==> src/rtl/wdt_rstreq_if.sv <==
// Register bus and watchdog output bundle for wdt_rstreq.
// The master side drives the register bus; the slave side is the watchdog.
interface wdt_rstreq_if;
   logic [1:0]  reg_sel;
   logic        reg_wr;
   logic [31:0] reg_wdata;
   logic [31:0] reg_rdata;
   logic        wdt_irq;
   logic        wdt_rstreq;

   modport master (
      output reg_sel, reg_wr, reg_wdata,
      input  reg_rdata, wdt_irq, wdt_rstreq
   );

   modport slave (
      input  reg_sel, reg_wr, reg_wdata,
      output reg_rdata, wdt_irq, wdt_rstreq
   );
endinterface

==> src/rtl/wdt_rstreq.sv <==
// Two-stage watchdog: first timeout raises wdt_irq, second timeout issues a RST_PULSE-cycle reset request.
// Optional macro WDT_PRESCALE_EN adds an 8-bit tick prescaler programmed through CTRL[15:8].
module wdt_rstreq #(
   parameter int unsigned CNT_W     = 32,
   parameter int unsigned RST_PULSE = 4,
   parameter logic [31:0] KICK_KEY  = 32'h5A5A_A5A5
) (
   input  logic        clk,
   input  logic        rst,
   wdt_rstreq_if.slave bus
);
   localparam logic [1:0]       SEL_LOAD   = 2'd0;
   localparam logic [1:0]       SEL_CTRL   = 2'd1;
   localparam logic [1:0]       SEL_KICK   = 2'd2;
   localparam logic [1:0]       SEL_STATUS = 2'd3;
   localparam int unsigned      PW         = $clog2(RST_PULSE + 1);
   localparam logic [PW-1:0]    PULSE_LEN  = PW'(RST_PULSE);
   localparam logic [PW-1:0]    PULSE_ONE  = PW'(1);
   localparam logic [CNT_W-1:0] CNT_ONE    = CNT_W'(1);

   logic [CNT_W-1:0] load_r;
   logic [CNT_W-1:0] cnt_r;
   logic             en_r;
   logic             rst_en_r;
   logic             lock_r;
   logic             irq_r;
   logic             key_err_r;
   logic             rstreq_r;
   logic [PW-1:0]    pulse_cnt_r;

   logic             wr_load_s;
   logic             wr_ctrl_s;
   logic             wr_kick_s;
   logic             wr_status_s;
   logic             kick_ok_s;
   logic             en_rise_s;
   logic             tick_s;
   logic             cnt_zero_s;
   logic             fire_s;
   logic [7:0]       psc_rd_s;
   logic [31:0]      cnt_ext_s;
   logic             unused_s;

   // Write decode; LOAD and CTRL are write-protected once lock is set
   always_comb begin
      wr_load_s   = bus.reg_wr && (bus.reg_sel == SEL_LOAD) && !lock_r;
      wr_ctrl_s   = bus.reg_wr && (bus.reg_sel == SEL_CTRL) && !lock_r;
      wr_kick_s   = bus.reg_wr && (bus.reg_sel == SEL_KICK);
      wr_status_s = bus.reg_wr && (bus.reg_sel == SEL_STATUS);
      kick_ok_s   = wr_kick_s && (bus.reg_wdata == KICK_KEY);
      en_rise_s   = wr_ctrl_s && bus.reg_wdata[0] && !en_r;
      cnt_zero_s  = (cnt_r == '0);
      // A valid kick on the second-timeout tick suppresses the reset request
      fire_s      = tick_s && cnt_zero_s && irq_r && rst_en_r && !kick_ok_s;
   end

`ifdef WDT_PRESCALE_EN
   logic [7:0] psc_r;
   logic [7:0] pre_r;

   // Prescaler counts 0..psc and ticks on the wrap
   always_ff @(posedge clk) begin
      if (rst) begin
         psc_r <= 8'h00;
         pre_r <= 8'h00;
      end else begin
         if (wr_ctrl_s) begin
            psc_r <= bus.reg_wdata[15:8];
         end
         if (en_rise_s || kick_ok_s) begin
            pre_r <= 8'h00;
         end else if (en_r) begin
            pre_r <= (pre_r == psc_r) ? 8'h00 : pre_r + 8'h01;
         end
      end
   end

   assign tick_s   = en_r && (pre_r == psc_r);
   assign psc_rd_s = psc_r;
   assign unused_s = ^{bus.reg_wdata[31:16], bus.reg_wdata[7:3]};
`else
   assign tick_s   = en_r;
   assign psc_rd_s = 8'h00;
   assign unused_s = ^{bus.reg_wdata[31:8], bus.reg_wdata[7:3]};
`endif

   // Configuration registers, counter, interrupt and key-error state
   always_ff @(posedge clk) begin
      if (rst) begin
         load_r    <= '1;
         cnt_r     <= '1;
         en_r      <= 1'b0;
         rst_en_r  <= 1'b0;
         lock_r    <= 1'b0;
         irq_r     <= 1'b0;
         key_err_r <= 1'b0;
      end else begin
         if (wr_load_s) begin
            load_r <= bus.reg_wdata[CNT_W-1:0];
         end
         if (wr_ctrl_s) begin
            en_r     <= bus.reg_wdata[0];
            rst_en_r <= bus.reg_wdata[1];
            lock_r   <= lock_r | bus.reg_wdata[2];
         end

         if (wr_kick_s && !kick_ok_s) begin
            key_err_r <= 1'b1;
         end else if (wr_status_s && bus.reg_wdata[1]) begin
            key_err_r <= 1'b0;
         end

         if (kick_ok_s || en_rise_s) begin
            cnt_r <= load_r;
         end else if (tick_s) begin
            cnt_r <= cnt_zero_s ? load_r : cnt_r - CNT_ONE;
         end

         // Zero on a tick toggles irq: set on first timeout, cleared on the second
         if (kick_ok_s) begin
            irq_r <= 1'b0;
         end else if (tick_s && cnt_zero_s) begin
            irq_r <= ~irq_r;
         end else if (wr_status_s && bus.reg_wdata[0]) begin
            irq_r <= 1'b0;
         end
      end
   end

   // Reset-request pulse; a timeout while a pulse is running is ignored
   always_ff @(posedge clk) begin
      if (rst) begin
         pulse_cnt_r <= '0;
         rstreq_r    <= 1'b0;
      end else if (fire_s && (pulse_cnt_r == '0)) begin
         pulse_cnt_r <= PULSE_LEN;
         rstreq_r    <= 1'b1;
      end else if (pulse_cnt_r != '0) begin
         pulse_cnt_r <= pulse_cnt_r - PULSE_ONE;
         rstreq_r    <= (pulse_cnt_r > PULSE_ONE);
      end else begin
         rstreq_r    <= 1'b0;
      end
   end

   // Register read mux
   always_comb begin
      cnt_ext_s = 32'(cnt_r);
      case (bus.reg_sel)
         SEL_LOAD:   bus.reg_rdata = 32'(load_r);
         SEL_CTRL:   bus.reg_rdata = {16'h0000, psc_rd_s, 5'b00000, lock_r, rst_en_r, en_r};
         SEL_KICK:   bus.reg_rdata = 32'h0000_0000;
         SEL_STATUS: bus.reg_rdata = {cnt_ext_s[31:2], key_err_r, irq_r};
         default:    bus.reg_rdata = 32'h0000_0000;
      endcase
   end

   assign bus.wdt_irq    = irq_r;
   assign bus.wdt_rstreq = rstreq_r;
endmodule

==> src/flat_wrapper.sv <==
// flat-port wrapper written by rule: the top's interface ports become plain ports
module wdt_rstreq_flat 
#(
   parameter int unsigned CNT_W     = 32,
   parameter int unsigned RST_PULSE = 4,
   parameter logic [31:0] KICK_KEY  = 32'h5A5A_A5A5
)
  (clk, rst, bus_reg_sel, bus_reg_wr, bus_reg_wdata, bus_reg_rdata, bus_wdt_irq, bus_wdt_rstreq);
  wdt_rstreq_if bus_i ();
  input  logic clk;
  input  logic rst;
  input wire logic [$bits(bus_i.reg_sel)-1:0] bus_reg_sel;
  input wire logic [$bits(bus_i.reg_wr)-1:0] bus_reg_wr;
  input wire logic [$bits(bus_i.reg_wdata)-1:0] bus_reg_wdata;
  output wire logic [$bits(bus_i.reg_rdata)-1:0] bus_reg_rdata;
  output wire logic [$bits(bus_i.wdt_irq)-1:0] bus_wdt_irq;
  output wire logic [$bits(bus_i.wdt_rstreq)-1:0] bus_wdt_rstreq;
  assign bus_i.reg_sel = bus_reg_sel;
  assign bus_i.reg_wr = bus_reg_wr;
  assign bus_i.reg_wdata = bus_reg_wdata;
  assign bus_reg_rdata = bus_i.reg_rdata;
  assign bus_wdt_irq = bus_i.wdt_irq;
  assign bus_wdt_rstreq = bus_i.wdt_rstreq;
  wdt_rstreq #(.CNT_W(CNT_W), .RST_PULSE(RST_PULSE), .KICK_KEY(KICK_KEY)) u_core (.clk(clk), .rst(rst), .bus(bus_i));
endmodule
==> config.mk <==
export PLATFORM = sky130hd
export DESIGN_NAME = wdt_rstreq_flat
export DESIGN_NICKNAME = d
export VERILOG_FILES = /design/src/rtl/wdt_rstreq_if.sv /design/src/rtl/wdt_rstreq.sv /design/src/flat_wrapper.sv
export SDC_FILE = /design/constraint.sdc
export NUM_CORES = 1
export LEC_CHECK = 0
export ABC_AREA = 0
export CAP_MARGIN = 5
export CORE_UTILIZATION = 25
export CTS_CLUSTER_SIZE = 8
export DETAILED_ROUTE_END_ITERATION = 16
export PLACE_DENSITY_LB_ADDON = 0.1
export SYNTH_ARGS = -nofsm -noshare
export SYNTH_HDL_FRONTEND = slang
export SYNTH_SLANG_ARGS = --single-unit
export TNS_END_PERCENT = 5
==> constraint.sdc <==
create_clock -name clk -period 8.8 [get_ports clk]
set_input_delay 2.2 -clock clk [delete_from_list [all_inputs] [get_ports clk]]
set_output_delay 2.2 -clock clk [all_outputs]
set_load 0.005 [all_outputs]
Word-level counts from Yosys, hierarchy flattened --
Cells that the tools add are included.
Operators by class: add/subtract/negate cells 2, multiplexer cells 12, bitwise operators 2, magnitude comparators 1, reductions and logical operators 31, equal/unequal tests 4
Operators by type and width (count):
- 32-bit one-hot mux with 4 select lines | 1
- 32-bit 2-to-1 mux | 3
- 32-bit by 31-bit equality test with 1-bit output, second input constant | 1
- 32-bit logical NOT | 1
- 32-bit by 1-bit subtractor with 32-bit output, second input constant | 1
- 1-bit logical AND | 17
- 2-bit nonzero test | 4
- 1-bit 2-to-1 mux | 6
- 3-bit 2-to-1 mux | 2
- 2-bit equality test, second input constant | 2
- 2-bit OR reduction | 2
- 3-bit by 1-bit > comparator with 1-bit output, second input constant | 1
- 1-bit logical NOT | 3
- 3-bit logical NOT | 1
- 3-bit nonzero test | 1
- 3-bit by 1-bit subtractor with 3-bit output, second input constant | 1
- 2-bit by 1-bit equality test with 1-bit output, second input constant | 1
- 2-bit logical NOT | 1
- 1-bit logical OR | 1
- 1-bit NOT | 1
- 1-bit OR | 1
Word-level totals: bits of input ports 37, output and inout port bits 34, word-level logic and storage cells 62, flip-flop bits (word level) 73

Logic depth before layout (Yosys ltp) --
depth in word-level cells 7, mapped depth 10, gate-level depth less buffers 8

Worst setup path before layout --
Ideal clock, no wire load.
path type input-to-output, from input bus_reg_sel[1], to output bus_reg_rdata[12], cell stages on the path 5, path slack 3211 ps, buffers on the path 3, arrival 3389 ps, cells stage by stage clkbuf_1 -> and2_1 -> clkbuf_1 -> buf_1 -> a22o_1
On the way: word-level cells in the longest chain between the ends 2, elaborated cells between the ends (all ways) 5
RTL lines:
- start: declaration | line flat_wrapper.sv:12 | input wire logic [$bits(bus_i.reg_sel)-1:0] bus_reg_sel;
- 2-bit equality test, or another cell as far along | line wdt_rstreq.sv:149 | case (bus.reg_sel)
- 32-bit one-hot mux with 4 select lines * | line wdt_rstreq.sv:149
- end: declaration | line flat_wrapper.sv:15 | output wire logic [$bits(bus_i.reg_rdata)-1:0] bus_reg_rdata;
Every way passes the cells marked *; elsewhere a longest branch is shown, timed or not.

Final worst setup path --
from input bus_reg_sel[1], to output bus_reg_rdata[24]
Same word-level chain as after synthesis.

==> reports/summary.txt <==
crit path DAT - 4.54 ns
Clock Skew - 0.00837 ns
post-synthesis mux area share - 0.0933
TritonRoute pass-1 iters - 4
Net count, final - 608
port bufs - 70
clock latency on the worst-skew pair - 0.34 ns
Worst Hold Class - flop to flop
fin worst setup slack - 2.06 ns
initial antenna violation count - 0
RSZ-0062 raised after global routing - no
sequential share of the synthesized area - 0.345
row count - 47
vias in the first global route - 4122
Area after DPL - 5150 um^2
Cell Chain, Critical Path - clkdlybuf4s50_1 -> and2_1 -> buf_4 -> a22o_1 -> clkdlybuf4s50_1
CP most frequent cell - clkdlybuf4s50_1
period utilization - 0.766
Fmax - 148 MHz
post-cts sizing count - 0
post-synthesis simple-gate area fraction - 0.264
adder-cell share of the synthesized area - 0.0148
total global routing track utilization - 0.178
final hold violations - 0
vias per inst - 5.24
TritonCTS clock tree - built
Synth top area share - 0.345
Post-Syn Nets - 557
synth top area cells - dfxtp_1 (34%), mux2i_1 (8.3%), a22o_1 (6.6%)
XOR/XNOR Fraction of Synth Area - 0.00207
initial DRC count - 232
CTS Buffer Depth - 2
DRT antenna net count - 0
final max-slew violation count - 0
Max-Cap Viols - 0
synthesized netlist cell count - 515
CP Capture Type - primary output
outcome - complete, no violations
Inserted Clock Buffers - 9
largest family of logic cells by synthesized area - simple AND/OR/NAND/NOR gates
ys async rst share - 0
share of cells above drive strength 1 - 0.0860
Ys Warns - 0
Setup TNS - 0 ns
WL/cell - 18.9 um
Yosys cell types - 60
Routed Wire Length - 14.9 mm
Pleak - 1.93 nW
Syn Area/Cell - 8.23 um^2
Final Wtd Congestion - 0.767
first-pass GRT wire length - 23.9 mm
WS Path Type - primary input to primary output
number of fillers in the final layout - 1730
register area - 1460 um^2
Die W - 132 um
Top Ports - 71
Congestion Overflow GR - 0
drc violations - 0
largest net degree at the start of global routing - 47
die height - 132 um
worst slew pin tran - 1.10 ns
clk sinks - 73
peak per-stage delay on the critical path - 0.69 ns
crit start category - primary input
number of synthesized register bits - 73
endpoints failing setup - 0
Max IR drop VDD - 94.5 uV
post-synthesis compound-gate area fraction - 0.232
antenna cells - 0
Slowest-stage cell, CP - clkdlybuf4s50_1
Crit Path Max Fanout - 18
CTS Hold Bufs - 0
die area - 17500 um^2
cell area after synthesis - 4240 um^2
Tot Pwr - 0.972 mW
family with the most delay on the worst path - buffers and inverters
Main synth FF type - dfxtp_1
power per cell area - 176 nW/um^2
number of H-tree levels - 3
post-route cell area - 5510 um^2
CTS clk-pin slew, worst paths - 0.06 ns
Setup Buffers After CTS - 0
Starting Density - 0.256
Syn-to-layout area delta - 30.1%
Root Buffer - clkbuf_16
pre-CTS WS - 2.07 ns
area taken by multi-input logic gates - 2580 um^2
core area - 16600 um^2
WP buf/inv - 3
WP data required - 6.60 ns
Slew headroom - 0.260
Via Count - 4138
final core occ - 0.333
post-synth top area cell - dfxtp_1
EDFF count, synth - 0
dpl hpwl - 10.4 mm
fin crit period - 6.74 ns
[area by class of cell]
type	count	area share
Multi-Input combinational cell	389	0.468
Sequential cell	73	0.265
Timing Repair Buffer	81	0.142
Tap cell	220	0.0499
Clock buffer	10	0.0433
Clock inverter	5	0.0231
Inverter	12	0.00817
[cells in the mapped netlist (4+ instances only)]
| library cell | instances |
|---|---|
| and3_1 | 8 |
| nor4b_1 | 5 |
| a21o_1 | 5 |
| ha_1 | 5 |
| or3_1 | 9 |
| or4_1 | 8 |
| inv_1 | 11 |
| a21oi_1 | 24 |
| nor3_1 | 23 |
| a31oi_1 | 6 |
| mux2_2 | 4 |
| a221oi_1 | 4 |
| a211oi_1 | 5 |
| nand2_1 | 43 |
| or2_2 | 5 |
| nor4_1 | 11 |
| nand4_1 | 8 |
| nor2_1 | 43 |
| o31ai_1 | 7 |
| nand3_1 | 19 |
| a22o_1 | 32 |
| clkbuf_1 | 34 |
| o31a_1 | 5 |
| buf_1 | 4 |
| mux2i_1 | 35 |
| o22ai_1 | 4 |
| and4b_1 | 4 |
| o21ai_0 | 23 |
| a22oi_1 | 4 |
| dfxtp_1 | 73 |
[worst min-delay path, stage by stage (launching register included)]
cell     delay (ns)
dfxtp_1        0.32
nand2_1        0.06
a21oi_1        0.05
[layer usage]
layer | share of wire | vias up | track usage
li1 | - | 2041 | -
met1 | 0.47 | 1998 | 0.236
met2 | 0.47 | 87 | 0.287
met3 | 0.042 | 12 | 0.0411
met4 | 0.014 | 0 | 0.0511
met5 | 0 | - | 0
[cell families after synthesis]
family                     count (synthesis)
buffers and inverters                     53
xor gates and xnor gates                   1
and+or+nand+nor                          205
adders and majority gates                  5
muxes                                     39
AOI/OAI and AO/OA                        139
DFF                                       73
[registers in the layout (all words and copies together), names as in the netlist]
register	cells
u_core.pulse_cnt_r	3
u_core.bus.wdt_irq	1
u_core.lock_r	1
u_core.bus.wdt_rstreq	1
u_core.cnt_ext_s	32
u_core.key_err_r	1
u_core.rst_en_r	1
u_core.en_r	1
u_core.load_r	32
[power breakdown]
group	switching [mW]	total [mW]	leakage, nW	internal, mW
registers	0.0138	0.360	0.595	0.346
logic	0.0713	0.153	1.16	0.0821
clock network	0.146	0.458	0.175	0.312
total	0.232	0.972	1.93	0.740
[final timing paths]
kind	slack (ns)	startpoint	end	depth (start not counted)
max	2.06	bus_reg_sel[1]	bus_reg_rdata[24]	5
min	0.48	u_core.key_err_r$_SDFFE_PP0P_	u_core.key_err_r$_SDFFE_PP0P_	2
max reg2reg	5.20	u_core.cnt_ext_s[16]$_SDFFE_PP1P_	u_core.cnt_ext_s[29]$_SDFFE_PP1P_	6
min reg2reg	0.48	u_core.key_err_r$_SDFFE_PP0P_	u_core.key_err_r$_SDFFE_PP0P_	2
[stage by stage]
step / cells / hold slack, ns
floorplan: 515 / 0.446
global placement: 775 / 0.462
detailed placement: 775 / 0.470
CTS: 790 / 0.479
global route: 790 / 0.508
finish: 790 / 0.484
[placed cells by master (no fill, tap or decap), drive strengths merged, types with 6 or more instances in the layout]
master          n
mux2i          35
a22o           32
dfxtp          73
and3            8
nand3          19
a31oi           6
nand4           8
or4            10
clkdlybuf4s50  70
o31ai           7
nor2           44
nor4           12
buf            11
nand2          44
or3             9
inv            11
o21ai          24
a21oi          25
nor3           23
clkbuf         10
Power figures use the tool's default switching activity.
